--- config.mk ---
export PLATFORM = sky130hd
export DESIGN_NAME = serv_rf_ram_resp
export DESIGN_NICKNAME = d
export VERILOG_FILES = /design/src/rtl/serv_rf_ram_resp.sv
export SDC_FILE = /design/constraint.sdc
export NUM_CORES = 1
export LEC_CHECK = 0
export CORE_MARGIN = 2
export CORE_UTILIZATION = 63
export CTS_CLUSTER_SIZE = 24
export DETAILED_ROUTE_END_ITERATION = 10
export PLACE_DENSITY = 0.8
export SLEW_MARGIN = 0
export SYNTH_ARGS = -nofsm -noshare
export SYNTH_HDL_FRONTEND = slang
export SYNTH_SLANG_ARGS = --single-unit
--- constraint.sdc ---
create_clock -name i_clk -period 5.4 [get_ports i_clk]
set_input_delay 1.08 -clock i_clk [delete_from_list [all_inputs] [get_ports i_clk]]
set_output_delay 1.08 -clock i_clk [all_outputs]
set_load 0.01 [all_outputs]
--- src/rtl/serv_rf_ram_resp.sv ---
// serv_rf_ram_resp
//
// RAM-side responder for the bit-serial register-file SRAM interface.
// Holds the 1R1W register-file storage, returns core read data with one
// cycle of latency, and offers a handshaked debug/host port that borrows
// RAM cycles the core leaves idle. The core always has priority.
//
// Optional feature, macro SERV_RF_RAM_RESP_CLEAR_EN:
//   defined   - after reset every word is written with zero, one per cycle,
//               before o_init_done rises (depth cycles after reset release).
//   undefined - no clear pass; o_init_done rises one cycle after reset
//               release and RAM contents start undefined.
//
// Ports:
//   i_clk, i_rst            clock, synchronous active-high reset
//   i_waddr/i_wdata/i_wen   core write port
//   i_raddr/i_ren           core read port
//   o_rdata                 core read data, registered (held when i_ren=0)
//   o_init_done             storage ready; core held in reset until set
//   i_dbg_req/i_dbg_we      debug request (held until ack) and direction
//   i_dbg_addr/i_dbg_wdata  debug word address and write data
//   o_dbg_ack               one-cycle completion pulse
//   o_dbg_rdata             debug read data, held until the next debug read
module serv_rf_ram_resp #(
    parameter int width    = 8,
    parameter int csr_regs = 0,
    parameter int rf_count = 32,
    localparam int depth   = (rf_count + csr_regs) * 32 / width,
    localparam int aw      = $clog2(depth)
) (
    input  logic             i_clk,
    input  logic             i_rst,
    input  logic [aw-1:0]    i_waddr,
    input  logic [width-1:0] i_wdata,
    input  logic             i_wen,
    input  logic [aw-1:0]    i_raddr,
    input  logic             i_ren,
    output logic [width-1:0] o_rdata,
    output logic             o_init_done,
    input  logic             i_dbg_req,
    input  logic             i_dbg_we,
    input  logic [aw-1:0]    i_dbg_addr,
    input  logic [width-1:0] i_dbg_wdata,
    output logic             o_dbg_ack,
    output logic [width-1:0] o_dbg_rdata
);

    typedef enum logic [0:0] {
        CLEAR = 1'b0,
        RUN   = 1'b1
    } state_t;

    // Depth widened by one bit so it is representable even when depth is a
    // power of two; used to drop writes to addresses outside the array.
    localparam logic [aw:0] DEPTH_W = (aw+1)'(depth);

    logic [width-1:0] mem [0:depth-1];

    state_t           state_q, state_d;
    logic             init_done_q, init_done_d;
    logic             dbg_ack_q, dbg_ack_d;
    logic [width-1:0] rdata_q, rdata_d;
    logic [width-1:0] dbg_rdata_q, dbg_rdata_d;
`ifdef SERV_RF_RAM_RESP_CLEAR_EN
    localparam logic [aw-1:0] LAST_WORD = aw'(depth - 1);
    logic [aw-1:0]    clr_cnt_q, clr_cnt_d;
`endif

    // Single shared write port: clear pass, core write, or debug write.
    // Core and debug writes never coincide since a debug write is only
    // granted while the core write port is idle.
    logic             mem_we;
    logic [aw-1:0]    mem_waddr;
    logic [width-1:0] mem_wdata;
    logic             dbg_grant;

    always_comb begin
        state_d     = state_q;
        rdata_d     = rdata_q;
        dbg_rdata_d = dbg_rdata_q;
        dbg_grant   = 1'b0;
        mem_we      = 1'b0;
        mem_waddr   = i_waddr;
        mem_wdata   = i_wdata;
`ifdef SERV_RF_RAM_RESP_CLEAR_EN
        clr_cnt_d   = clr_cnt_q;
`endif
        case (state_q)
            CLEAR: begin
`ifdef SERV_RF_RAM_RESP_CLEAR_EN
                mem_we    = 1'b1;
                mem_waddr = clr_cnt_q;
                mem_wdata = '0;
                clr_cnt_d = clr_cnt_q + 1'b1;
                if (clr_cnt_q == LAST_WORD)
                    state_d = RUN;
`else
                state_d = RUN;
`endif
            end
            default: begin
                if (i_ren)
                    rdata_d = mem[i_raddr];
                // No grant during the ack cycle, so a requester still holding
                // req while it sees the ack is not serviced a second time.
                if (i_dbg_req && !dbg_ack_q)
                    dbg_grant = i_dbg_we ? !i_wen : !i_ren;
                if (i_wen) begin
                    mem_we = 1'b1;
                end else if (dbg_grant && i_dbg_we) begin
                    mem_we    = 1'b1;
                    mem_waddr = i_dbg_addr;
                    mem_wdata = i_dbg_wdata;
                end
                if (dbg_grant && !i_dbg_we)
                    dbg_rdata_d = mem[i_dbg_addr];
            end
        endcase
        init_done_d = (state_d == RUN);
        dbg_ack_d   = dbg_grant;
    end

    always_ff @(posedge i_clk) begin
        if (i_rst) begin
`ifdef SERV_RF_RAM_RESP_CLEAR_EN
            state_q   <= CLEAR;
            clr_cnt_q <= '0;
`else
            state_q   <= RUN;
`endif
            init_done_q <= 1'b0;
            dbg_ack_q   <= 1'b0;
            rdata_q     <= '0;
            dbg_rdata_q <= '0;
        end else begin
`ifdef SERV_RF_RAM_RESP_CLEAR_EN
            clr_cnt_q <= clr_cnt_d;
`endif
            state_q     <= state_d;
            init_done_q <= init_done_d;
            dbg_ack_q   <= dbg_ack_d;
            rdata_q     <= rdata_d;
            dbg_rdata_q <= dbg_rdata_d;
        end
    end

    // Reads above sample mem before this update, giving read-first behaviour.
    always_ff @(posedge i_clk) begin
        if (mem_we && ({1'b0, mem_waddr} < DEPTH_W))
            mem[mem_waddr] <= mem_wdata;
    end

    assign o_rdata     = rdata_q;
    assign o_init_done = init_done_q;
    assign o_dbg_ack   = dbg_ack_q;
    assign o_dbg_rdata = dbg_rdata_q;

endmodule

==> flow_summary.json, run 1 <==
{
  "drt_iter0_markers": 5305,
  "area_delta_synth_final_pct": 11.9,
  "post-cts-setup-buffers": 0,
  "clk_latency_ns": 0.69,
  "io_buffers": 60,
  "grt-ovfl-total": 0,
  "cts-root-buf": "clkbuf_16",
  "cp.required_ns": 5.91,
  "final_cells": 3852,
  "r2r-end": "mem[94][2]",
  "hold_end": "o_rdata[3]",
  "outcome": "finished clean",
  "fin_crit_ns": 4.25,
  "yosysUniqueCellTypes": 59,
  "crit_arrival_ns": 4.76,
  "slew_headroom_pct": 17.9,
  "setup_ws_ns": 1.15,
  "row_count": 102,
  "synth-async-reset-ratio_pct": 0,
  "critPathLaunchType": "primary input",
  "grt_max_degree": 129,
  "final-setup-viol-count": 0,
  "worst_setup_path_end_kind": "flop",
  "synth-edff-count": 1024,
  "boundaryPins": 61,
  "period_share_pct": 78.7,
  "clk_pin_slew_ns": 0.07,
  "power_mw": 17.9,
  "rsz0062_at_grt": "false",
  "place_hpwl_um": 94200,
  "worst_pin_slew_ns": 1.20,
  "die_area_um2": 79700,
  "syn_nets": 2628,
  "hold_depth": 2,
  "die_h_um": 282,
  "netlist_instances": 2585,
  "post_cts_resized": 0,
  "timing_hold_violations_final": 0,
  "drc": 0,
  "reg2reg_slack_ns": 1.91,
  "fillCellCount": 4640,
  "skew_ns": 0.0269,
  "core_area_um2": 77100,
  "r2r-start": "o_dbg_ack",
  "die_x_um": 282,
  "wirelength_um": 146000,
  "r2r_cells": 5,
  "wire_per_inst_um": 38.0,
  "htreeDepth": 3,
  "max-vdd-ir-drop_mv": 0.433,
  "critPathMaxFanout": 6,
  "antenna_found_initial": 5,
  "start_util_pct": 63.3,
  "ys.flop_type": "edfxtp_1",
  "postCtsHoldBufs": 0,
  "nets": 2768,
  "viasPerCell": 7.79,
  "synth_warnings": 0,
  "numCtsBuffers": 103,
  "yosys-top-cells-area": "edfxtp_1 63%, mux4_2 23%, a22oi_1 1.9%",
  "clock_path_buffers": 3,
  "numClockSinks": 1042,
  "synth_top_area_share_pct": 63.0,
  "syn_avg_cell_area_um2": 18.9,
  "grt_use_total_pct": 37.7,
  "max_cap_violations": 0,
  "drv_slew": 0,
  "hold_class": "reg2reg",
  "drtAntennaViolNets": 0,
  "fmax_mhz": 235,
  "min-delay-start": "o_rdata[3]",
  "grt_pass1_vias": 30112,
  "fin_tns_setup_ns": 0,
  "regArea_um2": 31100,
  "p_per_area_nw_per_um2": 329,
  "yosysTopAreaCell": "edfxtp_1",
  "drt_pass1_iterations": 6,
  "num_vias": 29991,
  "syn_area_um2": 48800,
  "preCtsSetupSlack_ns": 0.885,
  "ys_seq_area_share_pct": 63.8,
  "dp_cells": 3660,
  "tritoncts": "built",
  "place_congestion": 0.996,
  "p_leak_nw": 17.2,
  "drive_above_1_share_pct": 30.8,
  "grt_pass1_wl_um": 212000,
  "multiInputGateArea_um2": 16600,
  "ys_ff_latch": 1042,
  "worstSetupPathType": "in2reg"
}
==> through the flow <==
stage | instance area, µm² | hold slack [ns] | util (%)
2_1_floorplan | 48800 | 0.497 | -
3_3_place_gp | 51200 | 0.528 | 66.4
3_5_place_dp | 51200 | 0.531 | 66.4
4_1_cts | 54600 | 0.550 | 70.9
5_1_grt | 54600 | 0.559 | 70.9
6_report | 54600 | 0.550 | 70.9
==> routing by layer <==
layer,vias up,global-route usage (%),wire [µm]
met5,-,0,170
met4,8,15.7,7950
met3,508,12.1,23100
met2,2890,57.0,67300
met1,15248,51.7,47700
li1,11337,-,-
==> cell usage in the layout, fill, tap and decap left out, types with 8 or more instances in the layout <==
cell,n
nand3_1,21
nor2b_1,37
nor3_1,19
o22ai_1,18
clkdlybuf4s50_1,52
nand3b_1,8
edfxtp_1,1024
clkbuf_1,14
nand2b_1,19
o21ai_0,28
a21oi_1,74
nand2_1,96
a22oi_1,126
buf_4,152
buf_12,21
bufinv_16,14
a211oi_1,50
clkinv_2,22
mux2i_1,65
clkinv_1,20
nor2_1,153
clkbuf_16,104
nor4_1,12
mux4_2,499
dfxtp_1,18
and2_1,8
==> cell families after synthesis <==
family | after synthesis | synth area share (%)
AOI/OAI and AO/OA | 357 | 5.04
DFF | 1042 | 63.8
muxes | 575 | 24.8
buffers and inverters | 202 | 2.51
and+or+nand+nor | 409 | 3.89
==> state kept, by name (all words and copies together) (netlist names) <==
| signal | count |
|---|---|
| o_dbg_ack | 1 |
| o_rdata | 8 |
| mem | 1024 |
| o_dbg_rdata | 8 |
| o_init_done | 1 |
==> worst max-delay path: stages <==
cell,delay [ns]
clkdlybuf4s50_1,0.63
buf_4,0.28
nor4bb_1,0.90
nand3_1,0.27
o221ai_1,0.25
a21oi_1,0.15
nor4_1,1.03
nor3_1,0.16
==> worst max path at each step <==
stage                   from              to  slack [ns]
3_3_place_gp   i_dbg_addr[0]  o_dbg_rdata[1]        0.94
3_5_place_dp       i_dbg_req       mem[7][0]        0.89
6_report            i_dbg_we  o_dbg_rdata[3]        1.15
2_1_floorplan          i_wen       mem[0][0]        1.08
4_1_cts            i_dbg_req      mem[94][1]        1.57
5_1_grt             i_dbg_we  o_dbg_rdata[3]        1.12
==> area by class of cell <==
class / instances / share of cell area (%)
Sequential cell: 1042 / 57.0
Timing Repair Buffer: 233 / 3.96
Clock buffer: 120 / 4.91
Clock inverter: 70 / 1.39
Tap cell: 1040 / 2.38
Multi-Input combinational cell: 1341 / 30.4
Inverter: 4 / 0.0275
Antenna cell: 2 / 0.00916
==> cells in the mapped netlist, drive strengths merged (4+ instances only) <==
master / n
edfxtp: 1024
mux4: 505
nor2: 155
a22oi: 126
buf: 125
nand2: 104
a21oi: 74
clkbuf: 73
mux2i: 65
a211oi: 50
nor2b: 41
o21ai: 29
nand3: 21
nand2b: 19
nor3: 19
dfxtp: 18
o22ai: 18
a2111oi: 15
nor4: 12
and2: 9
nand3b: 8
a21o: 6
a31oi: 6
o31a: 6
mux2: 5
o211ai: 5
a221oi: 4
a22o: 4
o31ai: 4
or2: 4
==> power breakdown <==
part | internal (mW) | switching, mW | leakage, nW | total, mW
sequential | 8.98 | 0.0275 | 9.37 | 9.01
clock | 4.23 | 3.12 | 1.67 | 7.36
combinational | 0.576 | 1.01 | 6.11 | 1.59
total | 13.8 | 4.16 | 17.2 | 17.9
No activity file was read; power rests on OpenSTA's default activity.
==> run 2, diff against run 1 <==
- CORE_UTILIZATION: 63 -> 57
- PLACE_DENSITY: 0.8 -> 0.76
- clock period: 5.4 -> 3.62 ns (I/O delays scaled with it)
==> flow_summary.json, run 2 (synthesized netlist as in run 1, its figures left out) <==
{
  "outcome": "finished clean",
  "die_x_um": 297,
  "boundaryPins": 61,
  "fin_crit_ns": 2.99,
  "drtAntennaViolNets": 0,
  "crit_arrival_ns": 3.35,
  "drt_pass1_iterations": 6,
  "max_cap_violations": 0,
  "wirelength_um": 148000,
  "grt-ovfl-total": 0,
  "clk_latency_ns": 0.69,
  "largest_reg_flops": 1024,
  "grt_use_total_pct": 34.3,
  "place_hpwl_um": 100000,
  "final_common_cell": "edfxtp_1",
  "area_delta_synth_final_pct": 15.5,
  "postCtsHoldBufs": 0,
  "dp_cells": 3938,
  "die_h_um": 297,
  "place_area_um2": 52900,
  "numClockSinks": 1042,
  "timing_hold_violations_final": 0,
  "clock_path_buffers": 3,
  "mostFrequentLayoutCells": "1024 x edfxtp_1, 499 x mux4_2, 304 x buf_4",
  "fin_tns_setup_ns": 0,
  "internal-power_mw": 20.8,
  "critPathMaxFanout": 24,
  "largest-register": "mem",
  "wire_per_inst_um": 35.7,
  "core_area_um2": 85000,
  "switching_share_pct": 23.1,
  "p_seq_share_pct": 49.6,
  "drc": 0,
  "numCtsBuffers": 105,
  "p_leak_nw": 18.2,
  "row_count": 107,
  "num_vias": 30212,
  "grt_pass1_vias": 30321,
  "worst_pin_slew_ns": 0.981,
  "nets": 2944,
  "rsz0062_at_grt": "false",
  "finalInstanceArea_um2": 56400,
  "tritoncts": "built",
  "post_cts_resized": 0,
  "start_util_pct": 57.4,
  "antenna_found_initial": 6,
  "power_mw": 27.1,
  "p_per_area_nw_per_um2": 480,
  "drive_above_1_share_pct": 35.0,
  "final-setup-viol-count": 0,
  "final_cells": 4132,
  "pwr-share-clk_pct": 41.0,
  "htreeDepth": 3,
  "cts-root-buf": "clkbuf_16",
  "share_comb_of_total_power_pct": 9.3,
  "cp.required_ns": 3.99,
  "worst_setup_path_end_kind": "flop",
  "worstSetupPathType": "in2reg",
  "skew_ns": 0.0364,
  "slew_headroom_pct": 34.3,
  "max-vdd-ir-drop_mv": 0.411,
  "fmax_mhz": 335,
  "critPathLaunchType": "primary input",
  "drv_slew": 0,
  "hold_class": "reg2reg",
  "place_congestion": 0.993,
  "final_core_util_pct": 66.3,
  "grt_pass1_wl_um": 212000,
  "grt_max_degree": 97,
  "period_share_pct": 82.5,
  "io_buffers": 60,
  "clk_pin_slew_ns": 0.06,
  "die_area_um2": 88000,
  "p_switching_mw": 6.25,
  "post-cts-setup-buffers": 0,
  "viasPerCell": 7.31,
  "drt_iter0_markers": 5318
}
run 2: layer usage:
layer	track usage, %	part of all wire [%]	vias up
li1	-	-	11709
met1	46.8	34	15487
met2	52.9	47	2575
met3	9.93	15	433
met4	13.2	4.6	8
met5	0	0.029	-
run 2: final timing paths:
check                                start  cells after the start  slack, ns    endpoint
worst max-delay path              i_dbg_we                      7       0.63   mem[5][5]
worst min-delay path            o_rdata[4]                      2       0.57  o_rdata[4]
worst min register to register  o_rdata[4]                      2       0.57  o_rdata[4]
worst max register to register   o_dbg_ack                      6       0.69   mem[5][5]
run 2: final cells by class:
type,instances,area (µm²)
tap,1144,1430
timing repair buffer,407,3740
clock buffer,116,2690
clock inverter,76,805
fill,5469,28600
inverter,4,15.0
antenna,2,5.00
sequential,1042,31100
multi-input combinational,1341,16600
run 2: power groups by stage:
stage / Combinational, mW / Sequential [mW] / Clock [mW]
after detailed placement: 2.45 / 13.7 / 0
final: 2.53 / 13.4 / 11.1
after CTS: 2.46 / 13.4 / 11.2
after global placement: 2.40 / 13.7 / 0
after floorplan: 1.40 / 13.7 / 0
after global routing: 2.59 / 13.4 / 11.6
run 2: stage by stage:
step                setup WS [ns]  hold slack (ns)
finish                      0.633            0.569
global route                0.530            0.579
CTS                         0.668            0.561
detailed placement       -0.00853            0.552
global placement          -0.0785            0.537
floorplan                   0.436            0.497
run 2: critical path, cell delays in order:
cell and delay [ns]:
clkdlybuf4s50_1 0.64, and4bb_2 0.50, or3_1 0.35, o31ai_1 0.22, nand2_1 0.42, nor2_1 0.27
buf_4 0.23
